<file path="config.mk">
export PLATFORM = sky130hd
export DESIGN_NAME = alarm_ctrl_flat
export DESIGN_NICKNAME = d
export VERILOG_FILES = /design/src/rtl/alarm_pkg.sv /design/src/rtl/alarm_if.sv /design/src/rtl/alarm_down_counter.sv /design/src/rtl/alarm_ctrl.sv /design/src/flat_wrapper.sv
export SDC_FILE = /design/constraint.sdc
export NUM_CORES = 1
export LEC_CHECK = 0
export BUFFER_PORTS_ARGS = -buffer_cell sky130_fd_sc_hd__buf_2
export CAP_MARGIN = 5
export CORE_MARGIN = 1.5
export CORE_UTILIZATION = 50
export CTS_BUF_LIST = sky130_fd_sc_hd__clkbuf_2 sky130_fd_sc_hd__clkbuf_4 sky130_fd_sc_hd__clkbuf_8
export DETAILED_ROUTE_END_ITERATION = 10
export PLACE_DENSITY = 0.81
export REMOVE_ABC_BUFFERS = 1
export SLEW_MARGIN = 20
export SYNTH_ARGS = -nofsm -noshare
export SYNTH_HDL_FRONTEND = slang
export SYNTH_HIERARCHICAL = 1
export SYNTH_SLANG_ARGS = --single-unit
export TNS_END_PERCENT = 50
</file>
<file path="constraint.sdc">
create_clock -name CLK -period 2.9 [get_ports CLK]
set_input_delay 0.725 -clock CLK [delete_from_list [all_inputs] [get_ports CLK]]
set_output_delay 0.725 -clock CLK [all_outputs]
set_load 0.03 [all_outputs]
</file>
<file path="src/rtl/alarm_pkg.sv">
`default_nettype none
// ============================================================================
// Module   : alarm_pkg
// Brief    : Shared types, constants and width helpers for the alarm unit.
// Revision : 1.0 - initial release
// ============================================================================
package alarm_pkg;

    localparam int MAX_HOUR = 23;
    localparam int MAX_MIN  = 59;
    localparam int TIME_W   = 6;

    typedef enum logic [1:0] {
        IDLE    = 2'd0,
        ARMED   = 2'd1,
        RINGING = 2'd2,
        SNOOZE  = 2'd3
    } state_t;

    // Width able to hold (max(a,b) - 1); never narrower than one bit.
    function automatic int timer_width(input int a, input int b);
        int m;
        m = (a > b) ? a : b;
        return (m < 2) ? 1 : $clog2(m);
    endfunction

    // Width able to hold 0..n; never narrower than one bit.
    function automatic int cnt_width(input int n);
        return (n < 1) ? 1 : $clog2(n + 1);
    endfunction

endpackage
`default_nettype wire

</file>
<file path="src/rtl/alarm_if.sv">
`default_nettype none
// ============================================================================
// Module   : alarm_if
// Brief    : Calendar, load-handshake, control and status bundle of alarm_ctrl.
//            master = driving side (calendar/user), slave = alarm_ctrl.
// Revision : 1.0 - initial release
// ============================================================================
interface alarm_if #(
    parameter int MAX_SNOOZE = 3
) ();
    localparam int CNT_W = alarm_pkg::cnt_width(MAX_SNOOZE);

    logic [alarm_pkg::TIME_W-1:0] Hours;
    logic [alarm_pkg::TIME_W-1:0] Mins;
    logic [alarm_pkg::TIME_W-1:0] Secs;
    logic                         set_valid;
    logic [alarm_pkg::TIME_W-1:0] set_hours;
    logic [alarm_pkg::TIME_W-1:0] set_mins;
    logic                         set_ready;
    logic                         set_err;
    logic                         arm;
    logic                         disarm;
    logic                         ack;
    logic                         snooze;
    logic                         armed;
    logic                         ring;
    logic [alarm_pkg::TIME_W-1:0] alarm_hours;
    logic [alarm_pkg::TIME_W-1:0] alarm_mins;
    logic [CNT_W-1:0]             snooze_cnt;

    modport master (
        output Hours, Mins, Secs, set_valid, set_hours, set_mins,
               arm, disarm, ack, snooze,
        input  set_ready, set_err, armed, ring, alarm_hours, alarm_mins, snooze_cnt
    );

    modport slave (
        input  Hours, Mins, Secs, set_valid, set_hours, set_mins,
               arm, disarm, ack, snooze,
        output set_ready, set_err, armed, ring, alarm_hours, alarm_mins, snooze_cnt
    );
endinterface
`default_nettype wire

</file>
<file path="src/rtl/alarm_down_counter.sv">
`default_nettype none
// ============================================================================
// Module   : alarm_down_counter
// Brief    : Loadable down counter with zero flag; holds at zero.
// Revision : 1.0 - initial release
// ============================================================================
module alarm_down_counter #(
    parameter int W = 8
) (
    input  wire          CLK,
    input  wire          RST,
    input  wire          load,
    input  wire  [W-1:0] load_val,
    input  wire          dec,
    output logic         zero
);
    logic [W-1:0] count;

    // Load wins over decrement; decrement stops at zero
    always_ff @(posedge CLK or posedge RST) begin
        if (RST) begin
            count <= '0;
        end else if (load) begin
            count <= load_val;
        end else if (dec && (count != '0)) begin
            count <= count - W'(1);
        end
    end

    assign zero = (count == '0);
endmodule
`default_nettype wire

</file>
<file path="src/rtl/alarm_ctrl.sv">
`default_nettype none
// ============================================================================
// Module   : alarm_ctrl
// Brief    : Daily alarm: programmable alarm time, match against the live
//            calendar, bounded ring with ack/disarm and optional snooze.
//            Optional feature macro: ALARM_SNOOZE_EN (snooze state, snooze
//            timer and snooze counter are built only when defined).
// Revision : 1.0 - initial release
// ============================================================================
module alarm_ctrl
    import alarm_pkg::*;
#(
    parameter int RING_SECS   = 60,
    parameter int SNOOZE_SECS = 540,
    parameter int MAX_SNOOZE  = 3
) (
    input wire     CLK,
    input wire     RST,
    alarm_if.slave bus
);
    localparam int TMR_W = timer_width(RING_SECS, SNOOZE_SECS);
    localparam int CNT_W = cnt_width(MAX_SNOOZE);

    state_t              state;
    state_t              state_nxt;
    logic [TIME_W-1:0]   alm_hours;
    logic [TIME_W-1:0]   alm_mins;
    logic                err_pulse;
    logic                load_acc;
    logic                load_ok;
    logic                match;
    logic                ring_load;
    logic                ring_dec;
    logic                ring_zero;
    logic                cnt_clr;
`ifdef ALARM_SNOOZE_EN
    logic                snz_load;
    logic                snz_dec;
    logic                snz_zero;
    logic                snz_ok;
    logic                cnt_inc;
    logic [CNT_W-1:0]    cnt;
`endif

    assign load_acc = bus.set_valid && (state != RINGING);
    assign load_ok  = (bus.set_hours <= TIME_W'(MAX_HOUR)) &&
                      (bus.set_mins  <= TIME_W'(MAX_MIN));
    assign match    = (bus.Hours == alm_hours) && (bus.Mins == alm_mins) &&
                      (bus.Secs == '0);

    // Alarm time register and the registered out-of-range error pulse
    always_ff @(posedge CLK or posedge RST) begin
        if (RST) begin
            alm_hours <= '0;
            alm_mins  <= '0;
            err_pulse <= 1'b0;
        end else begin
            err_pulse <= load_acc && !load_ok;
            if (load_acc && load_ok) begin
                alm_hours <= bus.set_hours;
                alm_mins  <= bus.set_mins;
            end
        end
    end

    // State register; reset drops ring immediately since ring decodes state
    always_ff @(posedge CLK or posedge RST) begin
        if (RST) begin
            state <= IDLE;
        end else begin
            state <= state_nxt;
        end
    end

    // Next state and timer/counter controls; disarm > ack > snooze > timer/match
    always_comb begin
        state_nxt = state;
        ring_load = 1'b0;
        ring_dec  = 1'b0;
        cnt_clr   = 1'b0;
`ifdef ALARM_SNOOZE_EN
        snz_load  = 1'b0;
        snz_dec   = 1'b0;
        cnt_inc   = 1'b0;
`endif
        if (bus.disarm) begin
            state_nxt = IDLE;
            cnt_clr   = 1'b1;
        end else begin
            case (state)
                IDLE: begin
                    if (bus.arm) begin
                        state_nxt = ARMED;
                    end
                end
                ARMED: begin
                    if (match) begin
                        state_nxt = RINGING;
                        ring_load = 1'b1;
                        cnt_clr   = 1'b1;
                    end
                end
                RINGING: begin
                    if (bus.ack) begin
                        state_nxt = ARMED;
`ifdef ALARM_SNOOZE_EN
                    end else if (bus.snooze && snz_ok) begin
                        state_nxt = SNOOZE;
                        snz_load  = 1'b1;
                        cnt_inc   = 1'b1;
`endif
                    end else if (ring_zero) begin
                        state_nxt = ARMED;
                    end else begin
                        ring_dec = 1'b1;
                    end
                end
                SNOOZE: begin
`ifdef ALARM_SNOOZE_EN
                    if (snz_zero) begin
                        state_nxt = RINGING;
                        ring_load = 1'b1;
                    end else begin
                        snz_dec = 1'b1;
                    end
`else
                    state_nxt = IDLE;
`endif
                end
                default: state_nxt = IDLE;
            endcase
        end
    end

    alarm_down_counter #(.W(TMR_W)) u_ring_tmr (
        .CLK      (CLK),
        .RST      (RST),
        .load     (ring_load),
        .load_val (TMR_W'(RING_SECS - 1)),
        .dec      (ring_dec),
        .zero     (ring_zero)
    );

`ifdef ALARM_SNOOZE_EN
    alarm_down_counter #(.W(TMR_W)) u_snz_tmr (
        .CLK      (CLK),
        .RST      (RST),
        .load     (snz_load),
        .load_val (TMR_W'(SNOOZE_SECS - 1)),
        .dec      (snz_dec),
        .zero     (snz_zero)
    );

    assign snz_ok = (cnt < CNT_W'(MAX_SNOOZE));

    // Snoozes taken this event; increment is gated by snz_ok so it saturates
    always_ff @(posedge CLK or posedge RST) begin
        if (RST) begin
            cnt <= '0;
        end else if (cnt_clr) begin
            cnt <= '0;
        end else if (cnt_inc) begin
            cnt <= cnt + CNT_W'(1);
        end
    end

    assign bus.snooze_cnt = cnt;
`else
    logic unused_snooze;
    assign unused_snooze  = bus.snooze ^ cnt_clr;
    assign bus.snooze_cnt = CNT_W'(0);
`endif

    assign bus.armed       = (state != IDLE);
    assign bus.ring        = (state == RINGING);
    assign bus.set_ready   = (state != RINGING);
    assign bus.set_err     = err_pulse;
    assign bus.alarm_hours = alm_hours;
    assign bus.alarm_mins  = alm_mins;
endmodule
`default_nettype wire

</file>
<file path="src/flat_wrapper.sv">
// flat-port wrapper written by rule: the top's interface ports become plain ports
module alarm_ctrl_flat import alarm_pkg::*;
#(
    parameter int RING_SECS   = 60,
    parameter int SNOOZE_SECS = 540,
    parameter int MAX_SNOOZE  = 3
)
  (CLK, RST, bus_Hours, bus_Mins, bus_Secs, bus_set_valid, bus_set_hours, bus_set_mins, bus_arm, bus_disarm, bus_ack, bus_snooze, bus_set_ready, bus_set_err, bus_armed, bus_ring, bus_alarm_hours, bus_alarm_mins, bus_snooze_cnt);
  alarm_if #(.MAX_SNOOZE(MAX_SNOOZE)) bus_i ();
  input wire CLK;
  input wire RST;
  input wire logic [$bits(bus_i.Hours)-1:0] bus_Hours;
  input wire logic [$bits(bus_i.Mins)-1:0] bus_Mins;
  input wire logic [$bits(bus_i.Secs)-1:0] bus_Secs;
  input wire logic [$bits(bus_i.set_valid)-1:0] bus_set_valid;
  input wire logic [$bits(bus_i.set_hours)-1:0] bus_set_hours;
  input wire logic [$bits(bus_i.set_mins)-1:0] bus_set_mins;
  input wire logic [$bits(bus_i.arm)-1:0] bus_arm;
  input wire logic [$bits(bus_i.disarm)-1:0] bus_disarm;
  input wire logic [$bits(bus_i.ack)-1:0] bus_ack;
  input wire logic [$bits(bus_i.snooze)-1:0] bus_snooze;
  output wire logic [$bits(bus_i.set_ready)-1:0] bus_set_ready;
  output wire logic [$bits(bus_i.set_err)-1:0] bus_set_err;
  output wire logic [$bits(bus_i.armed)-1:0] bus_armed;
  output wire logic [$bits(bus_i.ring)-1:0] bus_ring;
  output wire logic [$bits(bus_i.alarm_hours)-1:0] bus_alarm_hours;
  output wire logic [$bits(bus_i.alarm_mins)-1:0] bus_alarm_mins;
  output wire logic [$bits(bus_i.snooze_cnt)-1:0] bus_snooze_cnt;
  assign bus_i.Hours = bus_Hours;
  assign bus_i.Mins = bus_Mins;
  assign bus_i.Secs = bus_Secs;
  assign bus_i.set_valid = bus_set_valid;
  assign bus_i.set_hours = bus_set_hours;
  assign bus_i.set_mins = bus_set_mins;
  assign bus_i.arm = bus_arm;
  assign bus_i.disarm = bus_disarm;
  assign bus_i.ack = bus_ack;
  assign bus_i.snooze = bus_snooze;
  assign bus_set_ready = bus_i.set_ready;
  assign bus_set_err = bus_i.set_err;
  assign bus_armed = bus_i.armed;
  assign bus_ring = bus_i.ring;
  assign bus_alarm_hours = bus_i.alarm_hours;
  assign bus_alarm_mins = bus_i.alarm_mins;
  assign bus_snooze_cnt = bus_i.snooze_cnt;
  alarm_ctrl #(.RING_SECS(RING_SECS), .SNOOZE_SECS(SNOOZE_SECS), .MAX_SNOOZE(MAX_SNOOZE)) u_core (.CLK(CLK), .RST(RST), .bus(bus_i));
endmodule
</file>
---- Word level (Yosys, flattened, before mapping) ----
Cells that the tools add are included.
storage, ports and cells
  register bits ........................... 25
  logic and storage cells ................. 47
cells by class
  add/subtract/negate cells ............... 1
  order comparisons ....................... 2
  eq/ne operators ......................... 9
  muxes and demuxes ....................... 15
  reductions and logical operators ........ 15
operators with widths
  operator                                                         number
  2-to-1 mux 10 bit                                                2
  == test 6 bit                                                    2
  zero test 10 bit                                                 1
  2-to-1 mux 2 bit                                                 5
  nonzero test 10 bit                                              1
  subtractor 10 x 1 -> 10 bit (second input constant)              1
  one-hot mux 2 bit (4 select lines)                               1
  logical AND 1 bit                                                7
  2-to-1 mux 1 bit                                                 7
  less-or-equal comparator 6 x 5 -> 1 bit (second input constant)  1
  less-or-equal comparator 6 bit (second input constant)           1
  zero test 6 bit                                                  1
  == test 2 bit (second input constant)                            2
  inequality test 4 x 3 -> 1 bit (second input constant)           1
  nonzero test 2 bit                                               2
  inequality test 3 x 2 -> 1 bit (second input constant)           1
  inequality test 3 bit (second input constant)                    1
  AND reduction 3 bit                                              1
  == test 2 x 1 -> 1 bit (second input constant)                   1
  zero test 2 bit                                                  1
  inequality test 2 bit (second input constant)                    1
  zero test 1 bit                                                  1

---- Longest topological paths before layout ----
  word-level depth ........................ 8
  mapped depth ............................ 9
  mapped depth without buffers ............ 9

---- By module ----
The synthesis kept the hierarchy.
modules (own cells, without submodules)
  module              times used  cells each  area an instance (sq um)  sequential area each (sq um)
  alarm_ctrl          1           76          799.5                     375.4
  alarm_down_counter  1           69          655.6                     250.2

---- Worst setup path after synthesis ----
OpenSTA, ideal clock, no wires.
  kind .................................... input-to-reg
  start ................................... in bus_Secs[1]
  end ..................................... reg u_core.u_ring_tmr.count[2]
  library setup time ...................... 136 ps
  data arrival time ....................... 2286 ps
  setup slack ............................. 478 ps
  stages .................................. 7
  buffers on the path ..................... 2
  path through ............................ nor4_2 o211ai_1 nor4_2 and4_1 clkbuf_1 clkbuf_1 o21ai_0
on the way
  cells in the longest elaborated chain, start to end .. 6
  elaborated cells between the ends (all ways) .. 7
  classes of those cells .................. 4 x mux; 3 x reduce/logical
RTL lines
  what                                                     RTL line                  source
  start, declared                                          flat_wrapper.sv:14        input wire logic [$bits(bus_i.Secs)-1:0] bus_Secs;
  zero test 6 bit *                                        alarm_ctrl.sv:49          (bus.Secs == '0);
  logical AND 1 bit *                                      alarm_ctrl.sv:48          assign match = (bus.Hours == alm_hours) && (bus.Mins == alm_mins) &&
  2-to-1 mux 1 bit * (2 in series)                         n/a
  2-to-1 mux 1 bit *                                       alarm_ctrl.sv:86          if (bus.disarm) begin
  net u_core.ring_load                                     alarm_ctrl.sv:32          logic ring_load;
  2-to-1 mux 10 bit or nonzero test 2 bit (tied branches)  n/a
  end signal, assigned                                     alarm_down_counter.sv:24  count <= load_val;
  end signal, assigned                                     alarm_down_counter.sv:26  count <= count - W'(1);
  end, declared                                            alarm_down_counter.sv:17  logic [W-1:0] count;
Mark *: on every way through the listed nets, which the timed path passes. The rest lies on a longest branch.
A chain may end at the register's enable or synchronous reset.

---- Worst setup path after layout ----
  start ................................... reg u_core.u_ring_tmr.count[0]
  end ..................................... reg u_core.u_ring_tmr.count[9]
on the way
  cells in the longest elaborated chain, start to end .. 7
  elaborated cells between the ends (all ways) .. 11
  classes of those cells .................. 1 x add/sub; 6 x mux; 4 x reduce/logical
RTL lines
  what                          RTL line                  source
  zero test 10 bit              alarm_down_counter.sv:30  assign zero = (count == '0);
  net u_core.ring_zero          alarm_ctrl.sv:34          logic ring_zero;
  2-to-1 mux 1 bit              alarm_ctrl.sv:112         end else if (ring_zero) begin
  2-to-1 mux 1 bit              alarm_ctrl.sv:104         if (bus.ack) begin
  2-to-1 mux 1 bit              alarm_ctrl.sv:90          case (state)
  2-to-1 mux 1 bit              alarm_ctrl.sv:86
  net u_core.ring_dec           alarm_ctrl.sv:33          logic ring_dec;
  logical AND 1 bit             alarm_down_counter.sv:25  end else if (dec && (count != '0)) begin
  nonzero test 2 bit (no line)  n/a
The timed path passes the listed nets, and every way through them passes these cells. The select of a mux whose other input is x is not followed.

==> metrics.txt <==
# TYPE chip_impl_metric gauge
chip_impl_info{name="outcome",value="finished clean"} 1
chip_impl_metric{name="initial_utilization",unit=""} 0.5277
chip_impl_metric{name="drt_wl_total",unit="mm"} 3.316
chip_impl_metric{name="finalCritPeriodShare",unit=""} 0.8152
chip_impl_metric{name="peak_clock_frequency_supported_by_timing",unit="GHz"} 0.4230
chip_impl_metric{name="die-area",unit="um2"} 3243
chip_impl_info{name="dominantRegCellSynth",value="sky130_fd_sc_hd__dfrtp_1"} 1
chip_impl_metric{name="synth.avg_cell_area",unit="um2"} 10.04
chip_impl_metric{name="gp_routability_congestion",unit=""} 0.9524
chip_impl_metric{name="fin_crit",unit="ps"} 2364
chip_impl_metric{name="setup_viol",unit=""} 0
chip_impl_metric{name="share_of_final_layout_standard_cells_stronger_than_drive_strength_1",unit=""} 0.3816
chip_impl_metric{name="cts_buffers",unit=""} 3
chip_impl_metric{name="post_synth_and_or_nand_nor_area_fraction",unit=""} 0.1797
chip_impl_metric{name="route.vias.total",unit=""} 1272
chip_impl_metric{name="cts-root-to-sink-buffers",unit=""} 2
chip_impl_info{name="cts.root.buffer_cell",value="sky130_fd_sc_hd__clkbuf_4"} 1
chip_impl_metric{name="dr.pass1.iters",unit=""} 4
chip_impl_metric{name="worst_r2r_setup_slack",unit="ps"} 540
chip_impl_metric{name="synth_edf_count",unit=""} 0
chip_impl_metric{name="synth-adder-area-share",unit=""} 0.008598
chip_impl_info{name="combinational_family_with_the_most_area_after_synthesis",value="simple AND/OR/NAND/NOR gates"} 1
chip_impl_metric{name="core_area",unit="um2"} 2758
chip_impl_info{name="yosysTopAreaCell",value="sky130_fd_sc_hd__dfrtp_1"} 1
chip_impl_metric{name="postCtsHoldBufs",unit=""} 0
chip_impl_metric{name="areaGrowthSynthToFinish",unit="%"} 23.82
chip_impl_metric{name="crit_arrival",unit="ps"} 2590
chip_impl_metric{name="grt_start_max_net_pins",unit=""} 16
chip_impl_metric{name="slew_violations",unit=""} 0
chip_impl_metric{name="fin_tns_setup",unit="ps"} 0
chip_impl_metric{name="floorplan.die.height",unit="um"} 56.95
chip_impl_info{name="startpoint_type",value="register"} 1
chip_impl_info{name="most_repeated_cell_in_the_gate_level_netlist_after_synthesis",value="sky130_fd_sc_hd__dfrtp_1"} 1
chip_impl_metric{name="grt_pass1_wl",unit="mm"} 5.506
chip_impl_metric{name="post-route-drc-count",unit=""} 0
chip_impl_metric{name="path_max_fanout",unit=""} 6
chip_impl_metric{name="syn-instance-count",unit=""} 145
chip_impl_metric{name="ys_seq_area_frac",unit=""} 0.4299
chip_impl_metric{name="synth_compound_area_frac",unit=""} 0.1462
chip_impl_metric{name="grt_antenna_before_repair",unit=""} 0
chip_impl_metric{name="drt_first_iter_violations",unit=""} 48
chip_impl_metric{name="worstSkewPairLatency",unit="ps"} 330
chip_impl_info{name="crit_path_end_kind",value="register"} 1
chip_impl_info{name="synth_top_cells_by_area",value="sky130_fd_sc_hd__dfrtp_1 43%, sky130_fd_sc_hd__mux2_2 9.3%, sky130_fd_sc_hd__inv_1 3.9%, sky130_fd_sc_hd__xnor2_1 3.6%, sky130_fd_sc_hd__xor2_1 3.0%"} 1
chip_impl_metric{name="clkSlewWorstSetupHoldPaths",unit="ps"} 130
chip_impl_metric{name="final_net_count",unit=""} 246
chip_impl_info{name="netlist_top_cells_count",value="25 x sky130_fd_sc_hd__dfrtp_1, 15 x sky130_fd_sc_hd__inv_1, 12 x sky130_fd_sc_hd__mux2_2, 11 x sky130_fd_sc_hd__nand2_1, 7 x sky130_fd_sc_hd__nor2_1"} 1
chip_impl_metric{name="ant_nets",unit=""} 0
chip_impl_metric{name="power.density",unit="nW/um2"} 437.7
chip_impl_metric{name="via_per_inst",unit=""} 5.345
chip_impl_metric{name="synth-seq-cells",unit=""} 25
chip_impl_metric{name="leakage",unit="nW"} 0.8936
chip_impl_metric{name="gr-usage-all-layers",unit=""} 0.2195
chip_impl_metric{name="hpwlAfterDp",unit="mm"} 2.580
chip_impl_info{name="holdCritPathClass",value="in2async"} 1
chip_impl_info{name="unrepaired_setup_endpoints_after_global_routing",value="false"} 1
chip_impl_metric{name="post_cts_resize_count",unit=""} 0
chip_impl_metric{name="fin_skew",unit="ps"} 5.177
chip_impl_metric{name="hold-worst-slack",unit="ps"} 367.0
chip_impl_metric{name="synth_mux_area_frac",unit=""} 0.1066
chip_impl_metric{name="floorplan.die.width",unit="um"} 56.95
chip_impl_metric{name="xor_xnor_share_of_the_synthesized_area",unit=""} 0.06621
chip_impl_metric{name="timing.final.hold_violations",unit=""} 0
chip_impl_metric{name="clkSinkCount",unit=""} 25
chip_impl_metric{name="clock_tree.htree_level_count",unit=""} 1
chip_impl_metric{name="cap_violations",unit=""} 0
chip_impl_metric{name="n_antenna_cell",unit=""} 0
chip_impl_metric{name="critical_path_required",unit="ps"} 3120
chip_impl_metric{name="irDropWorstVdd",unit="uV"} 380.1
chip_impl_metric{name="worst_rel_slew_slack",unit=""} 0.5615
chip_impl_metric{name="synth-async-reset-ratio",unit=""} 1.000
chip_impl_metric{name="synth_cell_types",unit=""} 45
chip_impl_metric{name="syn-cell-area",unit="um2"} 1455
chip_impl_metric{name="portBuffers",unit=""} 51
chip_impl_metric{name="worstMarginPinSlew",unit="ps"} 655.8
chip_impl_info{name="critPathKind",value="reg2reg"} 1
chip_impl_metric{name="pin_count",unit=""} 55
chip_impl_metric{name="grt-ovfl-total",unit=""} 0
chip_impl_metric{name="yosys_synthesis_warning_count",unit=""} 6
chip_impl_metric{name="cts_post_setup_buffers_inserted",unit=""} 0
chip_impl_metric{name="post_drt_wl_per_cell",unit="um"} 13.93
chip_impl_metric{name="std_cell_rows",unit=""} 19
chip_impl_metric{name="grt_pass1_vias",unit=""} 1348
chip_impl_info{name="tritoncts",value="built"} 1
chip_impl_metric{name="synth.top_cell.area_share",unit=""} 0.4299
-- cell families after synthesis --
| kind of cell | count (synthesis) |
|---|---|
| XOR/XNOR | 11 |
| multiplexers | 14 |
| flip-flops | 25 |
| other | 2 |
| AO/OA/AOI/OAI | 30 |
| buffers and inverters | 20 |
| adder cells (fa/ha/maj) | 1 |
| AND/OR/NAND/NOR | 42 |
-- sequential cells by signal, summed over array words and instances (netlist names) --
register and flops:
u_core/bus.alarm_hours 6, u_core/u_ring_tmr/count 10, u_core/bus.set_err 1, u_core/bus.alarm_mins 6, u_core/state 2
-- path summary, 6_finish.rpt --
kind,startpoint,end,cells after the start
setup / recovery,u_core/u_ring_tmr/count[0],u_core/u_ring_tmr/count[9],10
hold / removal,RST,u_core/u_ring_tmr/count[0],2
setup reg to reg,u_core/u_ring_tmr/count[0],u_core/u_ring_tmr/count[9],10
hold reg to reg,u_core/bus.alarm_hours[5],u_core/bus.alarm_hours[5],1
max in group asynchronous,RST,u_core/state[1],2
min in group CLK,u_core/bus.alarm_hours[5],u_core/bus.alarm_hours[5],1
-- report_power, final --
| part | internal, mW | leakage, nW | total [mW] | switching [mW] |
|---|---|---|---|---|
| sequential | 0.382 | 0.311 | 0.411 | 0.0292 |
| clock | 0.0518 | 0.0177 | 0.157 | 0.105 |
| combinational | 0.0870 | 0.565 | 0.221 | 0.134 |
| total | 0.520 | 0.894 | 0.789 | 0.268 |
-- routing by layer --
| metal | wire length [um] | track usage | up-vias | share of wire |
|---|---|---|---|---|
| met5 | 0 | 0 | - | 0 |
| met4 | 58 | 0.1163 | 0 | 0.017 |
| met3 | 166 | 0.04082 | 5 | 0.050 |
| met2 | 1688 | 0.3908 | 40 | 0.51 |
| met1 | 1403 | 0.2482 | 600 | 0.42 |
| li1 | - | - | 627 | - |
-- stage by stage --
stage                     cell area, um2  setup WS [ps]  total power, mW  instances  utilization
after floorplan                     1465          475.3           0.5588        150            -
after global placement              1774          411.9           0.6294        234       0.6434
after detailed placement            1774          410.6           0.6388        234       0.6434
after CTS                           1802          548.9           0.8008        238       0.6534
after global routing                1802          329.5           0.8317        238       0.6534
final                               1802          536.0           0.7886        238       0.6534
-- critical path: stages, from the launching register on --
cell and delay (ps):
sky130_fd_sc_hd__dfrtp_1 420, sky130_fd_sc_hd__inv_1 70, sky130_fd_sc_hd__ha_1 280, sky130_fd_sc_hd__nand4_1 140, sky130_fd_sc_hd__inv_1 70, sky130_fd_sc_hd__nor4_1 240, sky130_fd_sc_hd__buf_4 190, sky130_fd_sc_hd__nor3b_2 380
sky130_fd_sc_hd__nand4_1 180, sky130_fd_sc_hd__xnor2_1 210, sky130_fd_sc_hd__o21ai_1 80
-- cell type report --
type / instances / area [um2]
fillers: 242 / 955.9
inverters: 15 / 56.30
well taps: 31 / 38.79
multi-input cells: 110 / 783.3
clock inverters: 1 / 5.005
flip-flops and latches: 25 / 625.6
clock buffers: 3 / 22.52
repair buffers: 53 / 270.3
-- cells in the final DEF (no fill, tap or decap), types with 2 or more instances in the layout --
cell | synthesis | routed
sky130_fd_sc_hd__nor4_1 | 2 | 2
sky130_fd_sc_hd__o22ai_1 | 2 | 2
sky130_fd_sc_hd__nor3b_1 | 2 | 2
sky130_fd_sc_hd__buf_2 | 1 | 51
sky130_fd_sc_hd__o21ai_0 | 2 | 2
sky130_fd_sc_hd__nor4_2 | 3 | 3
sky130_fd_sc_hd__xor2_1 | 5 | 5
sky130_fd_sc_hd__dfrtp_1 | 25 | 25
sky130_fd_sc_hd__buf_4 | 2 | 2
sky130_fd_sc_hd__clkbuf_4 | 0 | 3
sky130_fd_sc_hd__mux2_2 | 12 | 12
sky130_fd_sc_hd__nand4_1 | 6 | 6
sky130_fd_sc_hd__mux2i_1 | 2 | 2
sky130_fd_sc_hd__a22oi_1 | 2 | 2
sky130_fd_sc_hd__inv_1 | 15 | 15
sky130_fd_sc_hd__conb_1 | 2 | 12
sky130_fd_sc_hd__xnor2_1 | 6 | 6
sky130_fd_sc_hd__nand2_1 | 11 | 11
sky130_fd_sc_hd__o21ai_1 | 6 | 6
sky130_fd_sc_hd__a21oi_1 | 6 | 6
sky130_fd_sc_hd__nor2_1 | 7 | 7
Power figures use the tool's default switching activity.
